<file path="src/rtl/matmul_calc_pkg.sv">
// Shared matrix dimensions and streamer state
// encoding for the matmul result path.
package matmul_calc_pkg;

  localparam int N = 2;
  localparam int M = 2;

  typedef enum logic {
    IDLE,
    STREAM
  } state_e;

endpackage

</file>
<file path="src/rtl/matmul_sat_clip.sv">
// Narrows one signed accumulator value to the
// output width, by clamping or by truncation.
module matmul_sat_clip #(
  parameter int ACC_WIDTH = 32,
  parameter int OUT_WIDTH = 16,
  parameter int SATURATE  = 1
) (
  input  logic [ACC_WIDTH-1:0] din_i,
  output logic [OUT_WIDTH-1:0] dout_o,
  output logic                 clipped_o
);

  if (SATURATE != 0) begin : g_sat
    logic [ACC_WIDTH-OUT_WIDTH:0] hi;
    logic                         fits;

    // Value fits when all bits above the
    // output sign bit replicate that sign.
    assign hi   = din_i[ACC_WIDTH-1:OUT_WIDTH-1];
    assign fits = (&hi) | (~|hi);

    always_comb begin
      dout_o    = din_i[OUT_WIDTH-1:0];
      clipped_o = 1'b0;
      if (!fits) begin
        clipped_o = 1'b1;
        if (din_i[ACC_WIDTH-1]) begin
          dout_o = {1'b1, {(OUT_WIDTH-1){1'b0}}};
        end else begin
          dout_o = {1'b0, {(OUT_WIDTH-1){1'b1}}};
        end
      end
    end
  end else begin : g_trunc
    assign dout_o    = din_i[OUT_WIDTH-1:0];
    assign clipped_o = 1'b0;
  end

endmodule

</file>
<file path="src/rtl/matmul_result_streamer.sv">
// Captures an N x M result matrix and streams it
// row-major over a valid/ready bus.
module matmul_result_streamer
  import matmul_calc_pkg::*;
#(
  parameter int ACC_WIDTH = 32,
  parameter int OUT_WIDTH = 16,
  parameter int SATURATE  = 1,
  localparam int RW = (N > 1) ? $clog2(N) : 1,
  localparam int CW = (M > 1) ? $clog2(M) : 1
) (
  input  logic                       clk,
  input  logic                       rst,
  input  logic                       start_i,
  input  logic [N*M*ACC_WIDTH-1:0]   mat_c_i,
  input  logic                       abort_i,
  output logic                       out_valid_o,
  input  logic                       out_ready_i,
  output logic [OUT_WIDTH-1:0]       out_data_o,
  output logic [RW-1:0]              out_row_o,
  output logic [CW-1:0]              out_col_o,
  output logic                       out_last_o,
  output logic                       busy_o,
  output logic                       done_o,
  output logic [15:0]                sat_cnt_o
);

  localparam int NE = N * M;
  localparam int IW = (NE > 1) ? $clog2(NE) : 1;

  state_e                  state_q, state_d;
  logic [NE*ACC_WIDTH-1:0] mat_q, mat_d;
  logic [IW-1:0]           idx_q, idx_d;
  logic [15:0]             sat_cnt_q, sat_cnt_d;
  logic                    done_q, done_d;

  logic [ACC_WIDTH-1:0]    elem;
  logic [OUT_WIDTH-1:0]    clip_data;
  logic                    clipped;
  logic                    busy;
  logic                    is_last;
  logic                    xfer;

  assign busy    = (state_q == STREAM);
  assign is_last = (idx_q == IW'(NE - 1));
  assign xfer    = busy & out_ready_i;
  assign elem    = mat_q[int'(idx_q)*ACC_WIDTH +: ACC_WIDTH];

  matmul_sat_clip #(
    .ACC_WIDTH (ACC_WIDTH),
    .OUT_WIDTH (OUT_WIDTH),
    .SATURATE  (SATURATE)
  ) u_clip (
    .din_i     (elem),
    .dout_o    (clip_data),
    .clipped_o (clipped)
  );

  always_comb begin
    state_d   = state_q;
    mat_d     = mat_q;
    idx_d     = idx_q;
    sat_cnt_d = sat_cnt_q;
    done_d    = 1'b0;
    unique case (state_q)
      IDLE: begin
        if (start_i && !abort_i) begin
          state_d   = STREAM;
          mat_d     = mat_c_i;
          idx_d     = '0;
          sat_cnt_d = '0;
        end
      end
      STREAM: begin
        if (xfer) begin
          if (clipped && sat_cnt_q != 16'hFFFF) begin
            sat_cnt_d = sat_cnt_q + 16'd1;
          end
          if (is_last) begin
            state_d = IDLE;
            idx_d   = '0;
            done_d  = !abort_i;
          end else begin
            idx_d = idx_q + IW'(1);
          end
        end
        // A coincident handshake still counts,
        // but the stream ends here.
        if (abort_i) begin
          state_d = IDLE;
          idx_d   = '0;
        end
      end
      default: state_d = IDLE;
    endcase
  end

  always_ff @(posedge clk) begin
    if (rst) begin
      state_q   <= IDLE;
      mat_q     <= '0;
      idx_q     <= '0;
      sat_cnt_q <= '0;
      done_q    <= 1'b0;
    end else begin
      state_q   <= state_d;
      mat_q     <= mat_d;
      idx_q     <= idx_d;
      sat_cnt_q <= sat_cnt_d;
      done_q    <= done_d;
    end
  end

  assign out_valid_o = busy;
  assign busy_o      = busy;
  assign done_o      = done_q;
  assign sat_cnt_o   = sat_cnt_q;
  assign out_last_o  = busy & is_last;
  assign out_data_o  = busy ? clip_data : '0;
  assign out_row_o   = busy ? RW'(int'(idx_q) / M) : '0;
  assign out_col_o   = busy ? CW'(int'(idx_q) % M) : '0;

endmodule

</file>
<file path="config.mk">
export PLATFORM = sky130hd
export DESIGN_NAME = matmul_result_streamer
export DESIGN_NICKNAME = d
export VERILOG_FILES = /design/src/rtl/matmul_calc_pkg.sv /design/src/rtl/matmul_sat_clip.sv /design/src/rtl/matmul_result_streamer.sv
export SDC_FILE = /design/constraint.sdc
export NUM_CORES = 1
export LEC_CHECK = 0
export ABC_AREA = 1
export BUFFER_PORTS_ARGS = -buffer_cell sky130_fd_sc_hd__clkbuf_2
export CAP_MARGIN = 15
export CORE_ASPECT_RATIO = 1.75
export CORE_MARGIN = 5
export CORE_UTILIZATION = 54
export CTS_CLUSTER_DIAMETER = 50
export DETAILED_ROUTE_END_ITERATION = 16
export PLACE_DENSITY = 0.8
export SKIP_LAST_GASP = 1
export SLEW_MARGIN = 20
export SYNTH_ARGS = -nofsm -noshare
export SYNTH_HDL_FRONTEND = slang
export SYNTH_HIERARCHICAL = 1
export SYNTH_SLANG_ARGS = --single-unit
</file>
<file path="constraint.sdc">
create_clock -name clk -period 2.7 [get_ports clk]
set_input_delay 0.54 -clock clk [delete_from_list [all_inputs] [get_ports clk]]
set_output_delay 0.54 -clock clk [all_outputs]
set_load 0.02 [all_outputs]
</file>
==> metrics.txt, run 1 <==
status complete, but fails checks; failing checks negative setup slack; internal power 4.10 mW; initial antenna violation count 0; Cell Count, Final, Fillers Out 1385; CTS buffer count 17; largest net degree at the start of global routing 89; CTS tree yes; Final Hold Fails 0; H-Tree Depth 4; Static Leak 3.83 nW; Buf+Inv Stages, Crit Path 6; synth unique cells 30; Final ANT Viol Nets 0; hpwl dp 13900 um; fin worst setup slack -307 ps; Seq pwr share 42.3%; critical path's largest stage delay 340 ps; Data arrival, critical path 2470 ps; simple-gate portion of the synthesized area 15.0%; Die Ht 162 um; CTS Buffer Depth 2; Sw Pwr 1.62 mW; Power Dens Cells 650 nW/um2; area growth from synthesis to layout 24.0%; first-pass GRT wire length 30900 um; critical path fanouts, max 15; Comb pwr share 16.4%; final slew viol count 0; clk sink count 148; Least-Margin Pin Slew 981 ps; RD Place Congestion 0.948; Clock Skews 9.19 ps; RSZ-0062 raised after global routing yes; clock latency at the later pin of the worst-skew pair 420 ps; Syn Inst Count 1067; Tot Pwr 5.71 mW; Worst IR Drop VDD 0.470 mV; CTS root buffer clkbuf_16; Via Count 7140; sw frac 28.3%; Die Wd 96.6 um; share of cells above drive strength 1 21.7%; Reg2Reg Depth 17; clock network fraction of design power 41.3%; slew margin rel. 34.4%; syn_nets 1202; Post-CTS Setup Repair Bufs 0; fmax 333 MHz; IO buf count 170; WL/cell 14.0 um; synthesized area per cell 6.65 um2; final setup violation count 15; Boundary Pins 171; Setup crit end kind output pin; # placed instances 1353; Min-Delay Path Class in2reg; ant diodes 0; min cycle time layout 3010 ps; min-delay src abort_i; clock-pin slew on the worst setup and hold paths 60 ps; YS warnings 6; crit start category flip-flop; Iter 0 DRT Violations 409; Fillers 1221; crit path max-delay cell type dfxtp_2; Vias/cell 5.16; Top delay family on crit path simple AND/OR/NAND/NOR gates; nets 1336; setup TNS -3750 ps; Initial Utilization 54.8%; Seq/Total Area, Yosys 41.8%; most used cell, CP nand2_1; vias in the first global route 6777; CP Cell Sequence inv_2 > buf_12 > buf_8 > a21oi_2 > a21oi_2 > nor2_1 > nand2_1 > nor2_1 > nand2_1 > nand2_1 > buf_12 > nand2_1 > nand2_1 > inv_1 > clkbuf_4; all-layer global routing usage 23.9%; final period utilization 111%; FF-to-FF End sat_cnt_o[14]; first drt pass iteration count 5; CP required 2160 ps; reg2reg start idx_q[0]; R2R setup slack 280 ps; Synth Area in XOR/XNOR 0.124%; Core Area 12900 um2; Compound-Gate Fraction of Synth Area 29.0%; Fin Hold WS 398 ps; final routed DRC violation total 0; hold_buf cts 0; largest family of logic cells by synthesized area compound AO/OA/AOI/OAI gates; kind of critical path reg2out; multiplexer share of the synthesized area 0%; Min-Delay Path Depth 2; Detailed Route WL 19400 um; Adder-Cell Fraction of Synth Area 0.353%; Place WS 63.7 ps; cell area after synthesis 7090 um2; Hold Path End done_o; Max-cap violations 0; flops & latches, synth 148; GRT overflow 0; Rows 55; full die area 15600 um2
[sequential cells by signal (all words and copies together) (netlist names)]
name / flops
sat_cnt_o: 16
idx_q: 2
done_o: 1
mat_q: 128
busy_o: 1
[synth_stat cells]
cell type,number,area [um2]
ha_1,2,25.0
inv_1,168,631
o21bai_1,1,7.51
clkinv_1,2,7.51
a211oi_1,1,7.51
buf_1,11,41.3
buf_4,2,15.0
inv_2,6,22.5
o21ai_0,160,801
dfxtp_1,148,2960
nand2_1,156,586
nand3_1,22,110
a21oi_1,232,1160
or2_1,1,6.26
o21ai_1,4,20.0
nor2_1,62,233
xor2_1,1,8.76
a21oi_2,4,35.0
nor2_4,2,22.5
nand4_1,4,25.0
clkbuf_1,56,210
buf_2,5,25.0
nor4_1,1,6.26
buf_6,2,22.5
nor3_1,4,20.0
o21ai_2,1,8.76
nand2_4,1,11.3
o21ai_4,1,16.3
nand2_2,5,31.3
nor2_2,2,12.5
[per-layer routing]
layer  share of wire (%)  track usage [%]  vias to the layer above
met3                 5.1             4.67                       46
met4                 3.4             12.0                        0
li1                    -                -                     3696
met1                  41             27.7                     3167
met2                  50             41.7                      231
met5                   0                0                        -
[stage by stage]
stage               utilization, %  instance area, um2
floorplan                        -                7090
global placement              62.5                8090
detailed placement            62.5                8090
CTS                           67.5                8730
global route                  68.0                8790
finish                        68.0                8790
[power by group through the flow]
stage	logic [mW]	clock network (mW)	registers, mW
finish	0.939	2.36	2.42
global route	1.06	2.48	2.43
CTS	0.914	2.37	2.41
detailed placement	0.895	0	2.46
global placement	0.880	0	2.46
floorplan	0.584	0	2.45
[layout by cell type (no fill, tap or decap), types with 13 or more instances in the layout]
master,n
clkbuf_4,15
dfxtp_1,146
clkbuf_16,17
nand2_1,155
nor2_1,60
o21ai_0,147
nand3_1,21
inv_1,167
a21oi_2,16
clkbuf_2,155
o21ai_1,16
a21oi_1,220
buf_4,13
[area by class of cell]
cell class	count	area (um2)	area share (%)
multi-input cells	667	3220	36.7
repair buffers	191	1130	12.9
clock inverters	13	148	1.68
flip-flops and latches	148	2970	33.7
well taps	171	214	2.43
clock buffers	19	443	5.04
inverters	176	667	7.59
[worst max-delay path by stage]
stage,from,to,slack (ps),cells after the start
2_1_floorplan,idx_q[0],out_data_o[10],40,15
3_3_place_gp,idx_q[1],out_data_o[0],90,14
3_5_place_dp,idx_q[1],out_data_o[2],60,14
4_1_cts,idx_q[0],out_data_o[2],-320,15
5_1_grt,idx_q[0],out_data_o[14],-430,15
6_report,idx_q[0],out_data_o[2],-310,15
[worst register-to-register path, delay by kind of cell, from the launching register on]
family	cells	cell delay (ps)
simple gates	8	890
compound gates	4	550
buf+inv	5	540
flops	1	340
[cell families after synthesis]
| kind of cell | count (synthesis) |
|---|---|
| AND/OR/NAND/NOR | 260 |
| XOR/XNOR | 1 |
| buffers and inverters | 252 |
| adder cells (fa/ha/maj) | 2 |
| flip-flops | 148 |
| AO/OA/AOI/OAI | 404 |
[what timing repair did]
item	4_1_cts	5_1_grt
endpoints found under the hold margin	0	0
setup endpoints to repair	15	15
gates resized for setup	26	25
pin swaps	1	2
(Power assumes the default switching activity.)
==> run 2, diff against run 1 <==
--- a/config.mk
+++ b/config.mk
@@ -13,7 +13,7 @@
 export CORE_UTILIZATION = 54
 export CTS_CLUSTER_DIAMETER = 50
 export DETAILED_ROUTE_END_ITERATION = 16
-export PLACE_DENSITY = 0.8
+export PLACE_DENSITY_LB_ADDON = 0.2
 export SKIP_LAST_GASP = 1
 export SLEW_MARGIN = 20
 export SYNTH_ARGS = -nofsm -noshare
==> metrics.txt, run 2 (synthesized netlist as in run 1, its figures left out) <==
Final Hold Fails 0 (unchanged); initial antenna violation count 0 (unchanged); Final ANT Viol Nets 0 (unchanged); vias in the first global route 6676 (-1.5%); Buf+Inv Stages, Crit Path 6 (unchanged); slew margin rel. 65.3% (+31 points); crit path max-delay cell type dfxtp_4; crit start category flip-flop; RSZ-0062 raised after global routing yes; status complete, but fails checks; fmax 334 MHz (+0.52%); area growth from synthesis to layout 25.8%; max reg flops 128 (unchanged); final period utilization 111% (-0.57 points); Max-cap violations 0 (unchanged); GRT overflow 0 (unchanged); CTS root buffer clkbuf_16; Iter 0 DRT Violations 543 (+33%); most used cell, CP nand2_1; critical path fanouts, max 15 (unchanged); failing checks negative setup slack; Top reg by flops mat_q; CTS tree yes; Worst IR Drop VDD 0.455 mV (-3.2%); Top delay family on crit path buffers and inverters; first-pass GRT wire length 31200 um (+1.1%); Rows 55 (unchanged); CP Cell Sequence inv_6 > buf_12 > buf_6 > a21oi_1 > a21oi_1 > nand2_1 > nor2_2 > nand2_2 > o21ai_4 > buf_12 > nand2_1 > nand2_1 > nand2_1 > inv_1 > buf_2; setup TNS -4200 ps (-454 ps); critical path's largest stage delay 360 ps (+20 ps); full die area 15600 um2 (unchanged); ant diodes 0 (unchanged); Vias/cell 5.23 (+1.5%); Initial Utilization 54.8% (unchanged); Data arrival, critical path 2450 ps (-20 ps); Power Dens Cells 643 nW/um2 (-0.99%); final routed DRC violation total 0 (unchanged); clk sink count 148 (unchanged); Place WS 98.2 ps (+34.5 ps); largest net degree at the start of global routing 61 (-31%); Setup crit end kind output pin; clock latency at the later pin of the worst-skew pair 420 ps (about the same); Clock Skews 6.86 ps (-2.33 ps); Die Ht 162 um (unchanged); commonest non-fill, non-tap cells in the layout a21oi_1 (219), inv_1 (167), clkbuf_2 (158), nand2_1 (155), o21ai_0 (150); hpwl dp 14200 um (+2.0%); final setup violation count 15 (unchanged); RD Place Congestion 0.963 (+1.7%); Min-Delay Path Class in2reg; CTS buffer count 17 (unchanged); first drt pass iteration count 6 (+1); IO buf count 170 (unchanged); fin worst setup slack -291 ps (+15.5 ps); Boundary Pins 171 (unchanged); Static Leak 3.91 nW (+2.0%); Die Wd 96.6 um (unchanged); CP required 2160 ps (about the same); share of cells above drive strength 1 22.2% (+0.42 points); Detailed Route WL 20100 um (+3.4%); CTS Buffer Depth 2 (unchanged); final slew viol count 0 (unchanged); Core Area 12900 um2 (unchanged); kind of critical path reg2out; hold_buf cts 0 (unchanged); Least-Margin Pin Slew 519 ps (-461 ps); nets 1340 (+0.30%); clock-pin slew on the worst setup and hold paths 70 ps (about the same); WL/cell 14.4 um (+3.1%); most common cell after layout, fill and taps aside a21oi_1; H-Tree Depth 4 (unchanged); Via Count 7265 (+1.8%); all-layer global routing usage 24.2% (+0.35 points); min cycle time layout 2990 ps (-15.5 ps)
==> run 2: path summary, 6_finish.rpt <==
path / depth (start not counted) / slack, ps / from / end
max: 15 / -290 / idx_q[0] / out_data_o[14]
min: 2 / 390 / abort_i / done_o
max reg2reg: 17 / 210 / idx_q[0] / sat_cnt_o[12]
min reg2reg: 2 / 440 / mat_q[69] / mat_q[69]
==> run 2: repair_timing <==
item / CTS / global route
gates cloned: 0 / 4
endpoints found under the setup margin: 15 / 32
gates resized for setup: 0 / 48
buffers inserted: 0 / 1
==> run 2: report_power, final <==
group          leakage (nW)  switching [mW]  internal, mW
Combinational          2.41           0.598         0.386
Sequential             1.22          0.0829          2.33
Clock                 0.282            1.03          1.31
Total                  3.91            1.71          4.03
==> run 2: cell type report <==
type	instances	area, um2
flip-flops and latches	148	2970
fillers	1165	4010
inverters	176	666
repair buffers	195	1260
well taps	171	214
clock buffers	17	425
multi-input cells	667	3230
clock inverters	15	163
==> run 2: stage by stage <==
stage / instance area (um2) / power [mW] / util (%) / cells / hold slack, ps
2_1_floorplan: 7090 / 3.04 / - / 1067 / 424
3_3_place_gp: 8140 / 3.35 / 62.9 / 1352 / 430
3_5_place_dp: 8140 / 3.37 / 62.9 / 1352 / 435
4_1_cts: 8730 / 5.69 / 67.5 / 1384 / 371
5_1_grt: 8920 / 5.99 / 69.0 / 1389 / 388
6_report: 8920 / 5.74 / 69.0 / 1389 / 388
==> run 2: worst register-to-register path, cell delays in order, from the launching register on <==
cell	delay [ps]
dfxtp_4	380
inv_6	60
buf_12	150
buf_6	140
a21oi_1	180
a21oi_2	60
nor2_1	150
nand2_1	70
nor2_1	160
nand2_1	100
o21ai_0	210
inv_1	110
o21ai_2	70
nand2_2	130
nand2_4	230
inv_2	60
nor2_1	100
nor2_1	50
==> run 2: per-layer routing <==
| metal | wire length, um | vias up | GRT usage, % |
|---|---|---|---|
| met3 | 1270 | 61 | 4.97 |
| met2 | 9980 | 267 | 41.4 |
| met4 | 741 | 0 | 11.6 |
| li1 | - | 3700 | - |
| met1 | 8060 | 3237 | 29.0 |
| met5 | 0 | - | 0 |
